==> config.mk <==
export PLATFORM = sky130hd
export DESIGN_NAME = fetch_stage
export DESIGN_NICKNAME = d
export VERILOG_FILES = /design/src/rtl/riscv_pkg.sv /design/src/rtl/if_id_reg.sv /design/src/rtl/fetch_stage.sv
export SDC_FILE = /design/constraint.sdc
export NUM_CORES = 1
export LEC_CHECK = 0
export ABC_AREA = 0
export CELL_PAD_IN_SITES_DETAIL_PLACEMENT = 0
export CELL_PAD_IN_SITES_GLOBAL_PLACEMENT = 1
export CORE_MARGIN = 5
export CORE_UTILIZATION = 40
export DETAILED_ROUTE_END_ITERATION = 16
export HOLD_SLACK_MARGIN = 0.15
export PLACE_DENSITY = 0.92
export SETUP_SLACK_MARGIN = 0.05
export SYNTH_ARGS = -nofsm -noshare
export SYNTH_HDL_FRONTEND = slang
export SYNTH_SLANG_ARGS = --single-unit
==> constraint.sdc <==
create_clock -name clk -period 5.3 [get_ports clk]
set_input_delay 0.53 -clock clk [delete_from_list [all_inputs] [get_ports clk]]
set_output_delay 0.53 -clock clk [all_outputs]
set_load 0.03 [all_outputs]
==> src/rtl/riscv_pkg.sv <==
// Shared types and constants for the RISC-V core front end.
// Holds the fetch FSM encoding, the NOP constant and the default widths.
package riscv_pkg;

  localparam int unsigned PC_W_DEFAULT   = 64;
  localparam int unsigned INST_W_DEFAULT = 32;

  // addi x0, x0, 0
  localparam logic [31:0] NOP_INST = 32'h0000_0013;

  typedef enum logic [1:0] {
    S_REQ,
    S_WAIT,
    S_HOLD
  } fetch_state_e;

endpackage

==> src/rtl/if_id_reg.sv <==
// IF/ID pipeline register between fetch and decode.
// Flush beats load, and load beats hold. A bubble clears only the valid bit.
module if_id_reg
  import riscv_pkg::*;
#(
  parameter int unsigned PC_W   = PC_W_DEFAULT,
  parameter int unsigned INST_W = INST_W_DEFAULT
) (
  input  logic              clk,
  input  logic              rst,
  input  logic              load_i,
  input  logic              flush_i,
  input  logic              stall_i,
  input  logic [PC_W-1:0]   pc_i,
  input  logic [INST_W-1:0] inst_i,
  output logic              valid_o,
  output logic [PC_W-1:0]   pc_o,
  output logic [INST_W-1:0] inst_o
);

  logic              valid_q, valid_d;
  logic [PC_W-1:0]   pc_q, pc_d;
  logic [INST_W-1:0] inst_q, inst_d;

  always_comb begin
    valid_d = valid_q;
    pc_d    = pc_q;
    inst_d  = inst_q;
    if (flush_i) begin
      valid_d = 1'b0;
    end else if (load_i) begin
      valid_d = 1'b1;
      pc_d    = pc_i;
      inst_d  = inst_i;
    end else if (!stall_i) begin
      // Decode consumed the entry and nothing replaces it.
      valid_d = 1'b0;
    end
  end

  always_ff @(posedge clk) begin
    if (rst) begin
      valid_q <= 1'b0;
      pc_q    <= '0;
      inst_q  <= INST_W'(NOP_INST);
    end else begin
      valid_q <= valid_d;
      pc_q    <= pc_d;
      inst_q  <= inst_d;
    end
  end

  assign valid_o = valid_q;
  assign pc_o    = pc_q;
  assign inst_o  = inst_q;

endmodule

==> src/rtl/fetch_stage.sv <==
// Instruction fetch stage: owns the PC, issues one memory request at a time, fills IF/ID.
// Optional fetch counter port is enabled with the FETCH_PERF_CNT_EN macro.
module fetch_stage
  import riscv_pkg::*;
#(
  parameter int unsigned     PC_W     = PC_W_DEFAULT,
  parameter int unsigned     INST_W   = INST_W_DEFAULT,
  parameter logic [PC_W-1:0] RESET_PC = '0
) (
  input  logic              clk,
  input  logic              rst,
  output logic              imem_req,
  output logic [PC_W-1:0]   imem_addr,
  input  logic              imem_gnt,
  input  logic              imem_rvalid,
  input  logic [INST_W-1:0] imem_rdata,
  input  logic              stall,
  input  logic              redirect,
  input  logic [PC_W-1:0]   redirect_pc,
  output logic              ifid_valid,
  output logic [PC_W-1:0]   ifid_pc,
  output logic [INST_W-1:0] ifid_inst
`ifdef FETCH_PERF_CNT_EN
  ,
  output logic [31:0]       fetch_count
`endif
);

  fetch_state_e      state_q, state_d;
  logic [PC_W-1:0]   pc_q, pc_d;
  logic              kill_q, kill_d;
  logic [PC_W-1:0]   skid_pc_q, skid_pc_d;
  logic [INST_W-1:0] skid_inst_q, skid_inst_d;

  logic              ifid_load;
  logic              ifid_flush;
  logic [PC_W-1:0]   ifid_load_pc;
  logic [INST_W-1:0] ifid_load_inst;
  logic              ifid_free;

  assign ifid_free = !ifid_valid || !stall;

  always_comb begin
    state_d        = state_q;
    pc_d           = pc_q;
    kill_d         = kill_q;
    skid_pc_d      = skid_pc_q;
    skid_inst_d    = skid_inst_q;
    ifid_load      = 1'b0;
    ifid_flush     = 1'b0;
    ifid_load_pc   = pc_q;
    ifid_load_inst = imem_rdata;

    if (redirect) begin
      pc_d       = redirect_pc & ~PC_W'(3);
      ifid_flush = 1'b1;
      unique case (state_q)
        S_REQ: begin
          // A request accepted this cycle is still in flight and must be discarded.
          if (imem_gnt) begin
            state_d = S_WAIT;
            kill_d  = 1'b1;
          end
        end
        S_WAIT: begin
          if (imem_rvalid) begin
            state_d = S_REQ;
            kill_d  = 1'b0;
          end else begin
            kill_d  = 1'b1;
          end
        end
        S_HOLD:  state_d = S_REQ;
        default: state_d = S_REQ;
      endcase
    end else begin
      unique case (state_q)
        S_REQ: begin
          if (imem_gnt) state_d = S_WAIT;
        end
        S_WAIT: begin
          if (imem_rvalid) begin
            if (kill_q) begin
              kill_d  = 1'b0;
              state_d = S_REQ;
            end else if (ifid_free) begin
              ifid_load = 1'b1;
              pc_d      = pc_q + PC_W'(4);
              state_d   = S_REQ;
            end else begin
              skid_pc_d   = pc_q;
              skid_inst_d = imem_rdata;
              pc_d        = pc_q + PC_W'(4);
              state_d     = S_HOLD;
            end
          end
        end
        S_HOLD: begin
          if (!stall) begin
            ifid_load      = 1'b1;
            ifid_load_pc   = skid_pc_q;
            ifid_load_inst = skid_inst_q;
            state_d        = S_REQ;
          end
        end
        default: state_d = S_REQ;
      endcase
    end
  end

  always_ff @(posedge clk) begin
    if (rst) begin
      state_q     <= S_REQ;
      pc_q        <= RESET_PC & ~PC_W'(3);
      kill_q      <= 1'b0;
      skid_pc_q   <= '0;
      skid_inst_q <= INST_W'(NOP_INST);
    end else begin
      state_q     <= state_d;
      pc_q        <= pc_d;
      kill_q      <= kill_d;
      skid_pc_q   <= skid_pc_d;
      skid_inst_q <= skid_inst_d;
    end
  end

  assign imem_req  = (state_q == S_REQ) && !rst;
  assign imem_addr = pc_q;

  if_id_reg #(
    .PC_W  (PC_W),
    .INST_W(INST_W)
  ) u_if_id_reg (
    .clk    (clk),
    .rst    (rst),
    .load_i (ifid_load),
    .flush_i(ifid_flush),
    .stall_i(stall),
    .pc_i   (ifid_load_pc),
    .inst_i (ifid_load_inst),
    .valid_o(ifid_valid),
    .pc_o   (ifid_pc),
    .inst_o (ifid_inst)
  );

`ifdef FETCH_PERF_CNT_EN
  logic [31:0] count_q;

  always_ff @(posedge clk) begin
    if (rst) begin
      count_q <= '0;
    end else if (ifid_load) begin
      count_q <= count_q + 32'd1;
    end
  end

  assign fetch_count = count_q;
`endif

endmodule

=== After elaboration in Yosys (flattened, before gate mapping) ===
Index checks and enable logic that the tools add are counted.

* Add/sub/neg operators: 1
* Multipliers: 0
* Div/mod/pow operators: 0
* Magnitude comparators: 0
* Equality and inequality tests: 7
* Shift operators: 0
* Muxes and demuxes: 34
* Bitwise operators: 4
* Reduce and logical (&&, ||, !) cells: 17

{| class="wikitable"
|+ Operators with widths
! cell !! count
|-
| $mux 64 || 7
|-
| $mux 32 || 3
|-
| $add 64x3->64 const B || 1
|-
| $mux 2 || 7
|-
| $mux 1 || 13
|-
| $ne 3x3->1 const B || 2
|-
| $pmux 2 s3 || 1
|-
| $reduce_and 3->1 || 2
|-
| $reduce_bool 2->1 || 3
|-
| $reduce_and 5->1 || 1
|-
| $ne 2x2->1 const B || 2
|-
| $not 1->1 || 4
|-
| $pmux 1 s2 || 2
|-
| $pmux 2 s2 || 1
|-
| $reduce_and 2->1 || 2
|-
| $reduce_and 4->1 || 1
|-
| $reduce_or 2->1 || 2
|-
| $logic_not 1->1 || 3
|-
| $eq 2x1->1 const B || 1
|-
| $eq 2x2->1 const B || 1
|-
| $logic_not 2->1 || 1
|-
| $ne 2x1->1 const B || 1
|-
| $logic_and 1x1->1 || 1
|-
| $logic_or 1x1->1 || 1
|}

* Bits in registers: 260
* Bits in latches: 0
* Bits in writable memories: 0
* Bits in read-only memories: 0
* Bits of input ports: 102
* Word-level logic and storage cells: 72
* Memories: 0

=== Depth between registers and ports, before layout ===
* Depth after elaboration: 8
* Depth in mapped cells: 10
* Depth with buffers taken out: 7

=== Hierarchy ===
Synthesis repeated with hierarchy kept, for this count alone.

* Cells, all modules: 1506
* Area, all modules: 12903.6 sq um

{| class="wikitable"
|+ By module, submodules not included
! module !! instances !! cells each !! area each (sq um)
|-
| fetch_stage || 1 || 1067 || 8543.2
|-
| if_id_reg || 1 || 439 || 4360.4
|}

=== Worst setup path after synthesis ===
OpenSTA, ideal clock, no wires.

* Kind: register to register
* Start: reg pc_q[4], in the netlist imem_addr[4]
* End: reg pc_q[55], in the netlist imem_addr[55]
* Library setup time: 0.091 ns
* Arrival time: 2.668 ns
* Data required time: 5.209 ns
* Slack: 2.541 ns
* Stages on the path, launching flop included: 8
* Path buffers: 2
* Clock period less this slack: 2.759 ns
* Cell sequence: dfxtp_1 > clkbuf_2 > nand4_1 > or4_1 > or4_1 > buf_2 > or4_1 > a311oi_1

* Cells in the longest elaborated chain, start to end: 5

{| class="wikitable"
|+ Ends and longest elaborated chain
! element !! RTL line !! text
|-
| start: declaration || fetch_stage.sv:30 || <nowiki>logic [PC_W-1:0] pc_q, pc_d;</nowiki>
|-
| start signal: assignment || fetch_stage.sv:114 || <nowiki>pc_q <= RESET_PC & ~PC_W'(3);</nowiki>
|-
| start signal: assignment || fetch_stage.sv:120 || <nowiki>pc_q <= pc_d;</nowiki>
|-
| $add 64x3->64 || fetch_stage.sv:88, fetch_stage.sv:93 ||
|-
| $mux 64 || fetch_stage.sv:83 || <nowiki>if (kill_q) begin</nowiki>
|-
| $mux 64 || fetch_stage.sv:82 || <nowiki>if (imem_rvalid) begin</nowiki>
|-
| $mux 64 || fetch_stage.sv:77 || <nowiki>unique case (state_q)</nowiki>
|-
| $mux 64 || fetch_stage.sv:54 || <nowiki>if (redirect) begin</nowiki>
|}

Every way passes these cells. The select of a mux whose other input is x is not followed.
A chain may end at the register's enable or synchronous reset.

=== Worst setup path in the final report ===
* Start: reg pc_q[5], in the netlist imem_addr[5]
* End: reg pc_q[55], in the netlist imem_addr[55]

The elaborated chain is that of the path after synthesis.

==> run_summary.xml <==
<?xml version="1.0" encoding="UTF-8"?>
<metrics>
  <group name="status">
    <metric name="outcome" unit="">complete, no violations</metric>
  </group>
  <group name="cts">
    <metric name="num_cts_buffers" unit="">27</metric>
    <metric name="cts_max_level" unit="">1</metric>
    <metric name="post_cts_resized" unit="">0</metric>
    <metric name="clk_latency" unit="ns">0.54</metric>
    <metric name="ctsLongestPathBuffers" unit="">3</metric>
    <metric name="clock-sinks" unit="">254</metric>
    <metric name="cts-hold-fix-buffers" unit="">0</metric>
    <metric name="tritoncts" unit="">yes</metric>
    <metric name="clock_tree_root_buffer_cell" unit="">sky130_fd_sc_hd__clkbuf_16</metric>
    <metric name="post-cts-setup-buffer-count" unit="">0</metric>
    <metric name="clk_pin_slew" unit="ns">0.06</metric>
  </group>
  <group name="grt">
    <metric name="grt_pass1_vias" unit="">9766</metric>
    <metric name="grt_pass1_wl" unit="mm">53.1</metric>
    <metric name="grt_max_degree" unit="">112</metric>
    <metric name="number_of_antenna_violations_at_the_first_check_in_global_routing" unit="">3</metric>
    <metric name="grt.overflow.total" unit="">0</metric>
    <metric name="groute.usage.overall" unit="%">20.5</metric>
  </group>
  <group name="timing">
    <metric name="period_needed" unit="ns">3.46</metric>
    <metric name="final_worst_path_period_share" unit="%">65.3</metric>
    <metric name="setup_tns" unit="ns">0</metric>
    <metric name="finalHoldViolCount" unit="">0</metric>
    <metric name="clock-skew-final" unit="ns">0.0129</metric>
    <metric name="max_slew_margin" unit="%">18.7</metric>
    <metric name="final_critical_path_setup_slack" unit="ns">1.84</metric>
    <metric name="timing_worst_slew_pin_value" unit="ns">1.22</metric>
    <metric name="achievable-frequency" unit="MHz">289</metric>
    <metric name="unrepaired_setup_endpoints_after_global_routing" unit="">false</metric>
    <metric name="timing.final.setup_violations" unit="">0</metric>
    <metric name="timing.final.max_slew_violations" unit="">0</metric>
  </group>
  <group name="layout">
    <metric name="layout_common_cells" unit="">256 x sky130_fd_sc_hd__clkdlybuf4s50_1, 254 x sky130_fd_sc_hd__dfxtp_1, 227 x sky130_fd_sc_hd__nand2_1</metric>
    <metric name="num_antenna_cells" unit="">0</metric>
    <metric name="final_cell_area" unit="µm²">14800</metric>
    <metric name="num-nets-final" unit="">1642</metric>
    <metric name="fillers" unit="">2568</metric>
    <metric name="post_route_cells_drive_above_1_share" unit="%">4.51</metric>
    <metric name="mostFrequentLayoutCell" unit="">sky130_fd_sc_hd__clkdlybuf4s50_1</metric>
    <metric name="synthToLayoutAreaGrowth" unit="%">32.4</metric>
    <metric name="fin_cells" unit="">1931</metric>
  </group>
  <group name="floorplan">
    <metric name="fp.dieW" unit="µm">177</metric>
    <metric name="std_cell_rows" unit="">61</metric>
    <metric name="coreArea" unit="µm²">27700</metric>
    <metric name="die_area" unit="µm²">31500</metric>
    <metric name="floorplan.initialDensity" unit="%">40.5</metric>
    <metric name="io_pins" unit="">264</metric>
    <metric name="die_height" unit="µm">177</metric>
  </group>
  <group name="worst_setup_path">
    <metric name="cp_slowest_cell" unit="">sky130_fd_sc_hd__or4_1</metric>
    <metric name="startpoint" unit="">imem_addr[5]</metric>
    <metric name="crit-reg2reg-capture" unit="">imem_addr[55]</metric>
    <metric name="critical-path-top-cell-by-count" unit="">sky130_fd_sc_hd__or4_1</metric>
    <metric name="worst-path-max-fanout" unit="">19</metric>
    <metric name="worst_path_largest_cell_delay" unit="ns">0.75</metric>
    <metric name="timing.critical_path.from_type" unit="">flop</metric>
    <metric name="timing_worst_setup_path_type" unit="">reg -&gt; reg</metric>
    <metric name="cp_cell_sequence" unit="">nand4_1 &gt; or4_1 &gt; or4_1 &gt; or4_1 &gt; a311oi_1</metric>
    <metric name="reg2reg_setup_slack" unit="ns">1.84</metric>
    <metric name="reg2reg_depth" unit="">5</metric>
    <metric name="reg2reg_from" unit="">imem_addr[5]</metric>
    <metric name="crit_required" unit="ns">5.74</metric>
    <metric name="worstPathArrival" unit="ns">3.90</metric>
    <metric name="critPathCaptureType" unit="">flop</metric>
  </group>
  <group name="pwr">
    <metric name="power_density" unit="nW/µm²">289</metric>
    <metric name="lkg_pwr" unit="nW">4.57</metric>
    <metric name="power.ir.vdd_worst" unit="V">0.000196</metric>
  </group>
  <group name="drt">
    <metric name="routed_wirelength" unit="mm">33.9</metric>
    <metric name="route.detailed.drc" unit="">0</metric>
    <metric name="num_vias" unit="">10400</metric>
    <metric name="viasPerCell" unit="">5.36</metric>
    <metric name="first_iter_violations" unit="">556</metric>
    <metric name="antenna_left" unit="">0</metric>
    <metric name="route.detailed.wl_per_inst" unit="µm">17.6</metric>
    <metric name="drt_pre_antenna_iters" unit="">5</metric>
  </group>
  <group name="synthesis">
    <metric name="synth-main-ff-cell" unit="">sky130_fd_sc_hd__dfxtp_1</metric>
    <metric name="synthArstFlopShare" unit="%">0</metric>
    <metric name="synth-warning-count" unit="">0</metric>
    <metric name="synth_seq_area_share" unit="%">45.3</metric>
    <metric name="syn-cell-area" unit="µm²">11200</metric>
    <metric name="netlist_instances" unit="">1345</metric>
    <metric name="synth_enable_flop_cells" unit="">0</metric>
    <metric name="synthDistinctLibCells" unit="">48</metric>
    <metric name="synth.ff_latch_count" unit="">254</metric>
    <metric name="avgSynthCellArea" unit="µm²">8.34</metric>
  </group>
  <group name="run">
    <metric name="timing.max_cap.violations" unit="">0</metric>
  </group>
  <group name="place">
    <metric name="placement.cell_area" unit="µm²">14000</metric>
    <metric name="pre_cts_ws" unit="ns">1.62</metric>
    <metric name="half_perimeter_wire_length_after_detailed_placement" unit="mm">22.7</metric>
    <metric name="placedCellCount" unit="">1885</metric>
    <metric name="io_buffer_count" unit="">257</metric>
    <metric name="routabilityCongestion" unit="">0.801</metric>
  </group>
  <group name="min_path">
    <metric name="worst_hold_stages" unit="">2</metric>
    <metric name="hold_start" unit="">skid_pc_q[2]</metric>
    <metric name="holdCritPathClass" unit="">reg -&gt; reg</metric>
    <metric name="worstHoldEndpoint" unit="">skid_pc_q[2]</metric>
  </group>
</metrics>
## logic make-up after synthesis
group / count (synthesis) / synth area share [%]
other: 1 / 0.0334
AND/OR/NAND/NOR: 548 / 22.0
XOR/XNOR: 35 / 2.73
flip-flops: 254 / 45.3
AO/OA/AOI/OAI: 282 / 16.6
multiplexers: 94 / 8.40
adder cells (fa/ha/maj): 4 / 0.446
buffers and inverters: 127 / 4.43
## worst max path at each step
| stage | to | slack, ns | depth (start not counted) |
|---|---|---|---|
| after CTS | imem_addr[55] | 1.86 | 5 |
| after floorplan | imem_addr[55] | 2.54 | 7 |
| after global routing | imem_addr[51] | 1.55 | 5 |
| after global placement | imem_addr[44] | 1.67 | 7 |
| after detailed placement | imem_addr[44] | 1.62 | 7 |
| final | imem_addr[55] | 1.84 | 5 |
## power breakdown
group | total, mW | internal [mW] | switching, mW
Sequential | 2.03 | 1.95 | 0.0741
Clock | 1.82 | 1.07 | 0.755
Combinational | 0.437 | 0.201 | 0.236
Total | 4.29 | 3.22 | 1.07
## metrics by stage
step	util, %	power, mW	hold slack (ns)
floorplan	-	2.29	0.436
global placement	50.5	2.50	0.441
detailed placement	50.5	2.51	0.446
CTS	53.6	4.34	0.454
global route	53.6	4.45	0.467
finish	53.6	4.29	0.452
## area by class of cell
cell class,count,area [µm²],area share [%]
clock buffer,43,836,5.63
clock inverter,3,21.3,0.143
inverter,13,50.0,0.337
multi-input combinational,967,5680,38.2
sequential,254,5080,34.2
tap,378,473,3.19
timing repair buffer,273,2710,18.2
## per-layer routing
metal | global-route usage [%] | routed length, µm | part of all wire [%] | vias up
li1 | - | - | - | 5142
met1 | 27.0 | 14700 | 43 | 4877
met2 | 33.4 | 15900 | 47 | 264
met3 | 5.11 | 2250 | 6.6 | 68
met4 | 6.35 | 1100 | 3.3 | 6
met5 | 0 | 34 | 0.10 | -
## registers in the layout, indices dropped and copies added, names as in the netlist
register,flops
imem_addr,62
kill_q,1
skid_inst_q,32
skid_pc_q,62
state_q,2
u_if_id_reg.inst_o,32
u_if_id_reg.pc_o,62
u_if_id_reg.valid_o,1
## worst max-delay path: cells and delay by family (launching register included)
kind / cells / cell delay (ns)
simple gates: 4 / 2.64
flops: 1 / 0.48
compound gates: 1 / 0.24
## synthesized netlist by cell type, types with 2 or more instances
cell type	number	share of area [%]
sky130_fd_sc_hd__buf_2	2	0.089
sky130_fd_sc_hd__or2_2	4	0.22
sky130_fd_sc_hd__xor2_1	19	1.5
sky130_fd_sc_hd__nor3_1	16	0.71
sky130_fd_sc_hd__a31oi_1	5	0.28
sky130_fd_sc_hd__a211oi_1	120	8.0
sky130_fd_sc_hd__or4_1	20	1.3
sky130_fd_sc_hd__o21ai_0	6	0.27
sky130_fd_sc_hd__o21a_1	2	0.13
sky130_fd_sc_hd__buf_1	4	0.13
sky130_fd_sc_hd__clkbuf_2	2	0.089
sky130_fd_sc_hd__nand2_1	227	7.6
sky130_fd_sc_hd__clkbuf_1	102	3.4
sky130_fd_sc_hd__a311oi_1	19	1.5
sky130_fd_sc_hd__dfxtp_1	254	45
sky130_fd_sc_hd__and2_1	5	0.28
sky130_fd_sc_hd__or3_1	7	0.39
sky130_fd_sc_hd__a211o_1	3	0.23
sky130_fd_sc_hd__and3_1	6	0.33
sky130_fd_sc_hd__xnor2_1	16	1.2
sky130_fd_sc_hd__a21oi_1	105	4.7
sky130_fd_sc_hd__nand3_1	28	1.2
sky130_fd_sc_hd__mux2i_1	93	8.3
sky130_fd_sc_hd__o31ai_1	16	1.1
sky130_fd_sc_hd__nor2b_1	4	0.22
sky130_fd_sc_hd__nor4b_1	8	0.62
sky130_fd_sc_hd__nor2_1	169	5.7
sky130_fd_sc_hd__nor4_1	13	0.72
sky130_fd_sc_hd__nand4_1	22	1.2
sky130_fd_sc_hd__o21bai_1	3	0.20
sky130_fd_sc_hd__nor3b_1	2	0.13
sky130_fd_sc_hd__nand3b_1	5	0.33
sky130_fd_sc_hd__and4_1	6	0.47
sky130_fd_sc_hd__buf_4	4	0.27
sky130_fd_sc_hd__inv_1	12	0.40
sky130_fd_sc_hd__ha_1	4	0.45
Note: power is estimated with default switching activity, not from simulation.
